### src/rtl/morse_rx.sv
// morse_rx: keyed-line Morse receiver (mark/space timing to dot/dash symbols).
// Define SOS_DETECT_EN to build in the S,O,S sequence tracker driving sos_sig.
module morse_rx #(
    parameter int unsigned T1MS     = 49_999,
    parameter int unsigned DOT_MIN  = 20,
    parameter int unsigned DASH_MIN = 150,
    parameter int unsigned DASH_MAX = 600,
    parameter int unsigned CHAR_GAP = 300
) (
    input  logic       clk,
    input  logic       rst_n,
    input  logic       start_sig,
    input  logic       pin_in,
    output logic       sym_valid,
    output logic [4:0] sym_code,
    output logic [2:0] sym_len,
    output logic       err_sig,
    output logic       sos_sig
);

    typedef enum logic [2:0] {
        IDLE,
        MARK,
        SPACE,
        EMIT,
        WAIT_HIGH
    } state_e;

    localparam logic [15:0] T1MS_W     = 16'(T1MS);
    localparam logic [9:0]  DOT_MIN_W  = 10'(DOT_MIN);
    localparam logic [9:0]  DASH_MIN_W = 10'(DASH_MIN);
    localparam logic [9:0]  DASH_MAX_W = 10'(DASH_MAX);
    localparam logic [9:0]  CHAR_GAP_W = 10'(CHAR_GAP);
    localparam logic [9:0]  MS_SAT     = 10'd1023;

    state_e      state_q, state_d;
    logic        meta_q, sync_q;
    logic [15:0] tick_q, tick_d;
    logic [9:0]  ms_q, ms_d;
    logic [4:0]  shift_q, shift_d;
    logic [2:0]  len_q, len_d;
    logic [4:0]  code_q, code_d;
    logic [2:0]  olen_q, olen_d;
    logic        err_q, err_d;
    logic        ev_push, ev_err;
    logic        is_glitch, is_dash, too_long, gap_done;

    assign is_glitch = ms_q < DOT_MIN_W;
    assign is_dash   = ms_q >= DASH_MIN_W;
    assign too_long  = ms_q > DASH_MAX_W;
    assign gap_done  = ms_q >= CHAR_GAP_W;

    // two-flop synchronizer for the asynchronous keyed line (idles high)
    always_ff @(posedge clk or negedge rst_n) begin
        if (!rst_n) begin
            meta_q <= 1'b1;
            sync_q <= 1'b1;
        end else begin
            meta_q <= pin_in;
            sync_q <= meta_q;
        end
    end

    // state register
    always_ff @(posedge clk or negedge rst_n) begin
        if (!rst_n) begin
            state_q <= IDLE;
        end else begin
            state_q <= state_d;
        end
    end

    // next state plus accept/error events for the current element
    always_comb begin
        state_d = state_q;
        ev_push = 1'b0;
        ev_err  = 1'b0;
        if (!start_sig) begin
            state_d = IDLE;
        end else begin
            unique case (state_q)
                IDLE: begin
                    if (!sync_q) state_d = MARK;
                end
                MARK: begin
                    if (sync_q) begin
                        if (is_glitch) begin
                            state_d = (len_q != 3'd0) ? SPACE : IDLE;
                        end else if (len_q == 3'd5) begin
                            ev_err  = 1'b1;
                            state_d = IDLE;
                        end else begin
                            ev_push = 1'b1;
                            state_d = SPACE;
                        end
                    end else if (too_long) begin
                        ev_err  = 1'b1;
                        state_d = WAIT_HIGH;
                    end
                end
                SPACE: begin
                    if (!sync_q) state_d = MARK;
                    else if (gap_done) state_d = EMIT;
                end
                EMIT: begin
                    state_d = IDLE;
                end
                WAIT_HIGH: begin
                    if (sync_q) state_d = IDLE;
                end
                default: begin
                    state_d = IDLE;
                end
            endcase
        end
    end

    // ms timebase: restarts on every state change, runs only while timing a mark or space
    always_comb begin
        tick_d = tick_q;
        ms_d   = ms_q;
        if (!start_sig || (state_d != state_q)) begin
            tick_d = '0;
            ms_d   = '0;
        end else if (state_q == MARK || state_q == SPACE) begin
            if (tick_q == T1MS_W) begin
                tick_d = '0;
                if (ms_q != MS_SAT) ms_d = ms_q + 10'd1;
            end else begin
                tick_d = tick_q + 16'd1;
            end
        end
    end

    // element shift register; completed character latched on the way into EMIT
    always_comb begin
        shift_d = shift_q;
        len_d   = len_q;
        code_d  = code_q;
        olen_d  = olen_q;
        err_d   = ev_err;
        if (!start_sig || ev_err || state_q == EMIT) begin
            shift_d = '0;
            len_d   = '0;
        end else if (ev_push) begin
            shift_d = shift_q | (5'(is_dash) << len_q);
            len_d   = len_q + 3'd1;
        end
        if (start_sig && state_q == SPACE && state_d == EMIT) begin
            code_d = shift_q;
            olen_d = len_q;
        end
    end

    // datapath registers
    always_ff @(posedge clk or negedge rst_n) begin
        if (!rst_n) begin
            tick_q  <= '0;
            ms_q    <= '0;
            shift_q <= '0;
            len_q   <= '0;
            code_q  <= '0;
            olen_q  <= '0;
            err_q   <= 1'b0;
        end else begin
            tick_q  <= tick_d;
            ms_q    <= ms_d;
            shift_q <= shift_d;
            len_q   <= len_d;
            code_q  <= code_d;
            olen_q  <= olen_d;
            err_q   <= err_d;
        end
    end

`ifdef SOS_DETECT_EN
    localparam logic [1:0] CLS_S = 2'd1;
    localparam logic [1:0] CLS_O = 2'd2;

    logic [5:0] hist_q, hist_d, hist_nx;
    logic [1:0] cls;
    logic       sos_q, sos_d;

    // classify the emitted symbol and track the last three; S,O,S fires and clears
    always_comb begin
        cls = 2'd0;
        if (olen_q == 3'd3 && code_q == 5'b00000) cls = CLS_S;
        else if (olen_q == 3'd3 && code_q == 5'b00111) cls = CLS_O;
        hist_nx = {hist_q[3:0], cls};
        hist_d  = hist_q;
        sos_d   = 1'b0;
        if (!start_sig || ev_err) begin
            hist_d = '0;
        end else if (state_q == EMIT) begin
            if (hist_nx == {CLS_S, CLS_O, CLS_S}) begin
                sos_d  = 1'b1;
                hist_d = '0;
            end else begin
                hist_d = hist_nx;
            end
        end
    end

    // SOS tracker registers
    always_ff @(posedge clk or negedge rst_n) begin
        if (!rst_n) begin
            hist_q <= '0;
            sos_q  <= 1'b0;
        end else begin
            hist_q <= hist_d;
            sos_q  <= sos_d;
        end
    end
`endif

    // outputs: pulses are masked whenever the receiver is disabled
    always_comb begin
        sym_valid = start_sig && (state_q == EMIT);
        sym_code  = code_q;
        sym_len   = olen_q;
        err_sig   = start_sig && err_q;
`ifdef SOS_DETECT_EN
        sos_sig   = start_sig && sos_q;
`else
        sos_sig   = 1'b0;
`endif
    end

endmodule

### config.mk
export PLATFORM = sky130hd
export DESIGN_NAME = morse_rx
export DESIGN_NICKNAME = d
export VERILOG_FILES = /design/src/rtl/morse_rx.sv
export SDC_FILE = /design/constraint.sdc
export NUM_CORES = 1
export LEC_CHECK = 0
export CAP_MARGIN = 10
export CORE_ASPECT_RATIO = 2
export CORE_MARGIN = 2
export CORE_UTILIZATION = 55
export CTS_CLUSTER_DIAMETER = 200
export DETAILED_ROUTE_END_ITERATION = 6
export GPL_TIMING_DRIVEN = 0
export PLACE_DENSITY = 0.81
export SYNTH_ARGS = -nofsm -noshare
export SYNTH_HDL_FRONTEND = slang
export SYNTH_SLANG_ARGS = --single-unit
### constraint.sdc
create_clock -name clk -period 2.8 [get_ports clk]
set_clock_uncertainty 0.15 [all_clocks]
set_input_delay 0.42 -clock clk [delete_from_list [all_inputs] [get_ports clk]]
set_output_delay 0.42 -clock clk [all_outputs]
set_load 0.03 [all_outputs]
==> run metrics, run 1 <==
Clock Root Buffer clkbuf_8; simple-gate share of the synthesized area 0.2356; Max VDD drop 575.7 uV; fin worst setup slack roughly 0.26 ns; Setup crit end kind primary output; Placer Congestion ~0.8; antenna violations before repair 0; Leakage approximately 0.0013 uW; clk_lat worst skew roughly 0.31 ns; Main synth FF type dfrtp_1; final worst-path cycle share 0.9058; DR iter-0 viols 53; post-synth top area share 0.4249; Seq cells post-synth 48; layout cells sized above 1 0.1221; startpoint types register; RSZ-0062 raised after global routing false; Max Root-Sink Buffers 2; grt total ovfl 0; min cycle time layout about 2.5 ns; Max Cap Viol 0; DR vias ~2300; post-synthesis compound-gate area fraction 0.1427; width of the die 53.63 um; pins over their slew limit 0; yosys warns 0; synthesized cell area roughly 0.0027 mm^2; Hold WS between 0.2 and 0.25 ns; chip height around 100 um; crit path cell chain clkbuf_1 -> nand2b_1 -> nor2_1 -> clkdlybuf4s50_1; fraction of the mapped netlist area in adder cells 0.02771; worst reg-to-reg setup slack around 0.46 ns; cell total after placement roughly 350; worst-margin pin slew just over 0.7 ns; Final Hold Viols 0; critical-path maximum fanout 10; Synth Net Count about 290; Die ar. between 0.005 and 0.006 mm^2; worst rel slew slack 0.5109; P&R area growth vs syn 12.24%; Detailed Route WL ~6000 um; Top-Level Pins 15; clk sink count between 40 and 50; postcts setup bufs 0; HPWL Detailed between 4000 and 5000 um; Clock transition at path regs 0.10 ns; Final setup viols 0; Synth area leader dfrtp_1; number of flops mapped to enable cells by yosys 0; count of input and output buffers 12; # diodes 0; Final Non-Filler Cells 360; number of global-route vias before repair between 2000 and 2500; DR vias/cell 6.250; main combinational cell family by area after synthesis simple AND/OR/NAND/NOR gates; Synth async-reset ratio 1.000; Distinct cells, synth between 50 and 60; CP required approximately 2.2 ns; Routed wire per std cell approximately 17 um; P per Cell Area approximately 420 mW/mm^2; Mapped Cells between 200 and 300; count leader, synth dfrtp_1; CP Class reg -> out; Setup TNS 0 ns; top cells by count, synth dfrtp_1, nor2_1, a21oi_1; dpl ws between 0.4 and 0.5 ns; status finished, final reports clean; cts repair resizes 0; row cnt 36; CP arrival ~2.0 ns; Initial Utilization 0.5620; DRC 0; dominant cells by area after synthesis dfrtp_1, mux2_4, a21oi_1; CP max stage delay around 0.67 ns; syn_area_per_cell 9.640 um^2; multiplexer share of the synthesized area 0.05912; CTS tree done; core area roughly 0.0048 mm^2; Highest Clock Rate between 300 and 400 MHz; xor/xnor share of the synthesized area 0.04527; CTS Buf Count 5; fin nets 312; DR pass1 iterations 4; HP Class reg -> reg; GRT Overall Usage 0.2414; first-pass GRT wire length between 9000 and 10000 um; largest net degree at the start of global routing 29; Critical Path Slowest Stage Cell clkdlybuf4s50_1; H-tree lvl count 2; antenna viol nets, final 0; register area share after synthesis 0.4443; total power between 1000 and 1500 uW
==> sequential cells by signal (all words and copies together), names as in the netlist <==
name,cells
tick_q,16
ms_q,10
shift_q,5
sym_code,5
len_q,3
state_q,3
sym_len,3
err_q,1
meta_q,1
sync_q,1
==> logic make-up after synthesis <==
group | Yosys count
compound gates | 62
fa+ha+maj | 6
mux | 12
flops | 48
buf+inv | 24
xor+xnor | 14
other cells | 1
simple gates | 114
==> routing by layer <==
layer,GRT usage,wire length (um)
met3,0.02874,158
met2,0.4473,3391
met1,0.2505,2198
met4,0.1321,241
met5,0,0
==> critical path: cells and delay by family (launching register included) <==
| kind | cells | cell delay [ns] |
|---|---|---|
| buffers and inverters | 2 | 0.90 |
| flip-flops | 1 | 0.39 |
| AND/OR/NAND/NOR | 2 | 0.38 |
==> final timing paths <==
kind / start / to / cells after the start
max reg2reg: sync_q$_DFF_PN1_ / ms_q[7]$_DFFE_PN0P_ / 6
min: meta_q$_DFF_PN1_ / sync_q$_DFF_PN1_ / 0
max: state_q[2]$_DFF_PN0_ / sym_valid / 4
min reg2reg: meta_q$_DFF_PN1_ / sync_q$_DFF_PN1_ / 0
max in group asynchronous: rst_n / state_q[2]$_DFF_PN0_ / 3
min in group asynchronous: rst_n / sym_code[0]$_DFFE_PN0P_ / 2
==> power breakdown <==
group | leakage, uW | switching (uW) | internal (uW) | total [uW]
Clock | 0.0000548 | 246 | 269 | 515
Combinational | 0.000561 | 46.3 | 17.3 | 63.7
Sequential | 0.000663 | 3.25 | 697 | 700
Total | 0.00128 | 295 | 983 | 1280
==> cells in the final DEF (no fill, tap or decap), types with 7 or more instances in the layout <==
cell type,synthesis,routed
a21oi_1,22,22
and3_1,7,7
buf_2,7,8
clkdlybuf4s50_1,0,11
dfrtp_1,46,46
inv_1,7,7
mux2_4,8,8
nand2_1,11,11
nand3_1,12,12
nand4_1,11,11
nor2_1,29,29
nor3_1,8,8
o21ai_0,15,15
xor2_1,8,8
==> through the flow <==
| step | util | instance area [um^2] |
|---|---|---|
| after floorplan | - | 2709 |
| after global placement | 0.6018 | 2900 |
| after detailed placement | 0.6049 | 2915 |
| after CTS | 0.6308 | 3040 |
| after global routing | 0.6308 | 3040 |
| final | 0.6308 | 3040 |
==> repair_timing <==
action                     in CTS  in global routing
hold endpoints to repair       18                  0
setup endpoints to repair       0                  0
hold buffers                    1                  0
==> final cells by class <==
| type | count | area [um^2] |
|---|---|---|
| Timing Repair Buffer | 14 | 145.1 |
| Clock inverter | 3 | 46.29 |
| Inverter | 7 | 26.28 |
| Clock buffer | 5 | 68.82 |
| Sequential cell | 48 | 1204 |
| Tap cell | 57 | 71.32 |
| Buffer | 17 | 92.59 |
| Fill cell | 404 | 1779 |
| Multi-Input combinational cell | 209 | 1386 |
(Power assumes the default switching activity.)
==> run 2, diff against run 1 <==
Settings changed: ABC_AREA set to 1, GPL_ROUTABILITY_DRIVEN set to 1.
==> run 2 against run 1 <==
  * Die area increased by 4.4%
  * Synthesized cell count increased by 30%
  * Power decreased by 4.5%
  * Largest cell class unchanged
  * Clock power decreased by 17%
==> run metrics, run 2 <==
min cycle time layout 2.578 ns; Psw 297.7 uW; Max Root-Sink Buffers 2; Max Cap Viol 0; register area share after synthesis 0.4243; dpl ws 0.2279 ns; P&R area growth vs syn 10.98%; Highest Clock Rate around 390 MHz; layout cells sized above 1 0.1321; final worst-path cycle share 0.9209; Seq pwr share 0.573; synthesized cell area between 0.002 and 0.003 mm^2; Hold WS about 0.21 ns; core area 0.005046 mm^2; Synth async-reset ratio 1.000; worst-case reg-to-reg path depth 10; Clk pwr share 0.350; RSZ-0062 raised after global routing false; startpoint types input port; Mapped Cells roughly 360; DR iter-0 viols 88; P per Cell Area 387.8 mW/mm^2; DRC 0; row cnt 37; worst-margin pin slew between 0.5 and 0.6 ns; largest register by flop count tick_q; Final Hold Viols 0; Synth Net Count about 370; first-pass GRT wire length approximately 10000 um; Clock transition at path regs roughly 0.080 ns; GRT Overall Usage 0.2275; worst r2r src tick_q[1]$_DFFE_PN0P_; Final Non-Filler Cells approximately 440; DR vias between 2000 and 2500; switch share 0.2438; fin nets 395; HPWL Detailed 4439 um; Final setup viols 0; Initial Utilization 0.5621; width of the die 54.78 um; cell total after placement ~440; Top-Level Pins 15; post-synth top area share 0.4058; max FFs per register 16; postcts setup bufs 0; Seq cells post-synth 48; top cells by count, synth nand2_1, dfrtp_1, nor2_1; HP Class reg -> reg; # diodes 0; syn_area_per_cell 7.792 um^2; clk_lat worst skew 0.30 ns; Setup crit end kind primary output; commonest non-fill, non-tap cell in the layout nand2_1; CP Class in -> out; Main synth FF type dfrtp_1; DR vias/cell about 5.5; grt total ovfl 0; CTS Buf Count 5; antenna violations before repair 0; count leader, synth nand2_1; P_int slightly above 900 uW; Detailed Route WL about 6000 um; pins over their slew limit 0; critical-path maximum fanout 10; Comb power frac 0.077; Hold Crit Depth 0; dominant cells by area after synthesis dfrtp_1, nand2_1, nor2_1; Die ar. a little under 0.006 mm^2; fin worst setup slack approximately 0.22 ns; biggest regs tick_q: 16 flops, ms_q: 10 flops; CTS tree done; number of flops mapped to enable cells by yosys 0; Distinct cells, synth 40; worst rel slew slack 0.6571; Placer Congestion about 0.93; clk sink count 48; antenna viol nets, final 0; H-tree lvl count 2; Synth area leader dfrtp_1; count of input and output buffers 12; min-delay src meta_q$_DFF_PN1_; number of global-route vias before repair around 2400; status finished, final reports clean; chip height between 100 and 150 um; CP arrival around 2.0 ns; largest net degree at the start of global routing between 40 and 50; most frequent cells in the layout nand2_1, dfrtp_1, nor2_1, inv_1, nand3_1; Routed wire per std cell ~13 um; CP required around 2.2 ns; Max VDD drop ~350 uV; DR pass1 iterations 4; Clock Root Buffer clkbuf_8; yosys warns 0; Critical Path Source start_sig; Leakage between 0.001 and 0.0015 uW
run 2: cell type report:
class,instances,area (um^2)
Inverter,46,175.2
Multi-Input combinational cell,262,1409
Fill cell,427,1898
Sequential cell,48,1204
Clock buffer,7,86.33
Buffer,8,48.80
Tap cell,58,72.57
Timing Repair Buffer,14,145.1
Clock inverter,1,7.507
run 2: power groups by stage:
stage / Combinational (uW) / Clock, uW / Sequential, uW
after global routing: 105 / 463 / 700
after global placement: 90.0 / 0 / 714
after floorplan: 61.0 / 0 / 713
after detailed placement: 94.4 / 0 / 714
after CTS: 95.6 / 435 / 700
final: 93.9 / 427 / 700
run 2: worst max-delay path, stage by stage:
cell,delay (ns)
clkbuf_1,0.26
clkbuf_1,0.39
inv_1,0.14
nor2_1,0.12
clkdlybuf4s50_1,0.67
run 2: worst paths after layout:
path                                          endpoint  slack, ns
worst max-delay path                         sym_valid       0.22
worst min-delay path                  sync_q$_DFF_PN1_       0.21
worst max register to register     ms_q[7]$_DFFE_PN0P_       0.56
worst min register to register        sync_q$_DFF_PN1_       0.21
max in group asynchronous             meta_q$_DFF_PN1_       1.61
min in group asynchronous       tick_q[11]$_DFFE_PN0P_       0.34
run 2: cells by family after synthesis:
logic type / Yosys count / share of synthesized area
fa+ha+maj: 6 / 0.02647
buf+inv: 54 / 0.07896
other cells: 1 / 0.001322
xor+xnor: 10 / 0.03088
compound gates: 38 / 0.09352
flops: 48 / 0.4243
simple gates: 207 / 0.3445
run 2: routing by layer:
layer | routed length, um | GRT usage
met1 | 2537 | 0.2931
met2 | 3042 | 0.3784
met3 | 191 | 0.02550
met4 | 87 | 0.07679
met5 | 0 | 0
run 2: through the flow:
stage,utilization,total power (uW),cell area [um^2],TNS [ns]
finish,0.6239,1221,3148,0
global route,0.6239,1268,3148,0
global placement,0.6003,803.6,3029,-5.237
detailed placement,0.6033,808.1,3044,0
floorplan,-,774.3,2836,0
CTS,0.6239,1230,3148,0
run 2: what timing repair did:
item	4_1_cts	5_1_grt
endpoints found under the hold margin	7	0
hold buffers	1	0
resized for setup	0	0
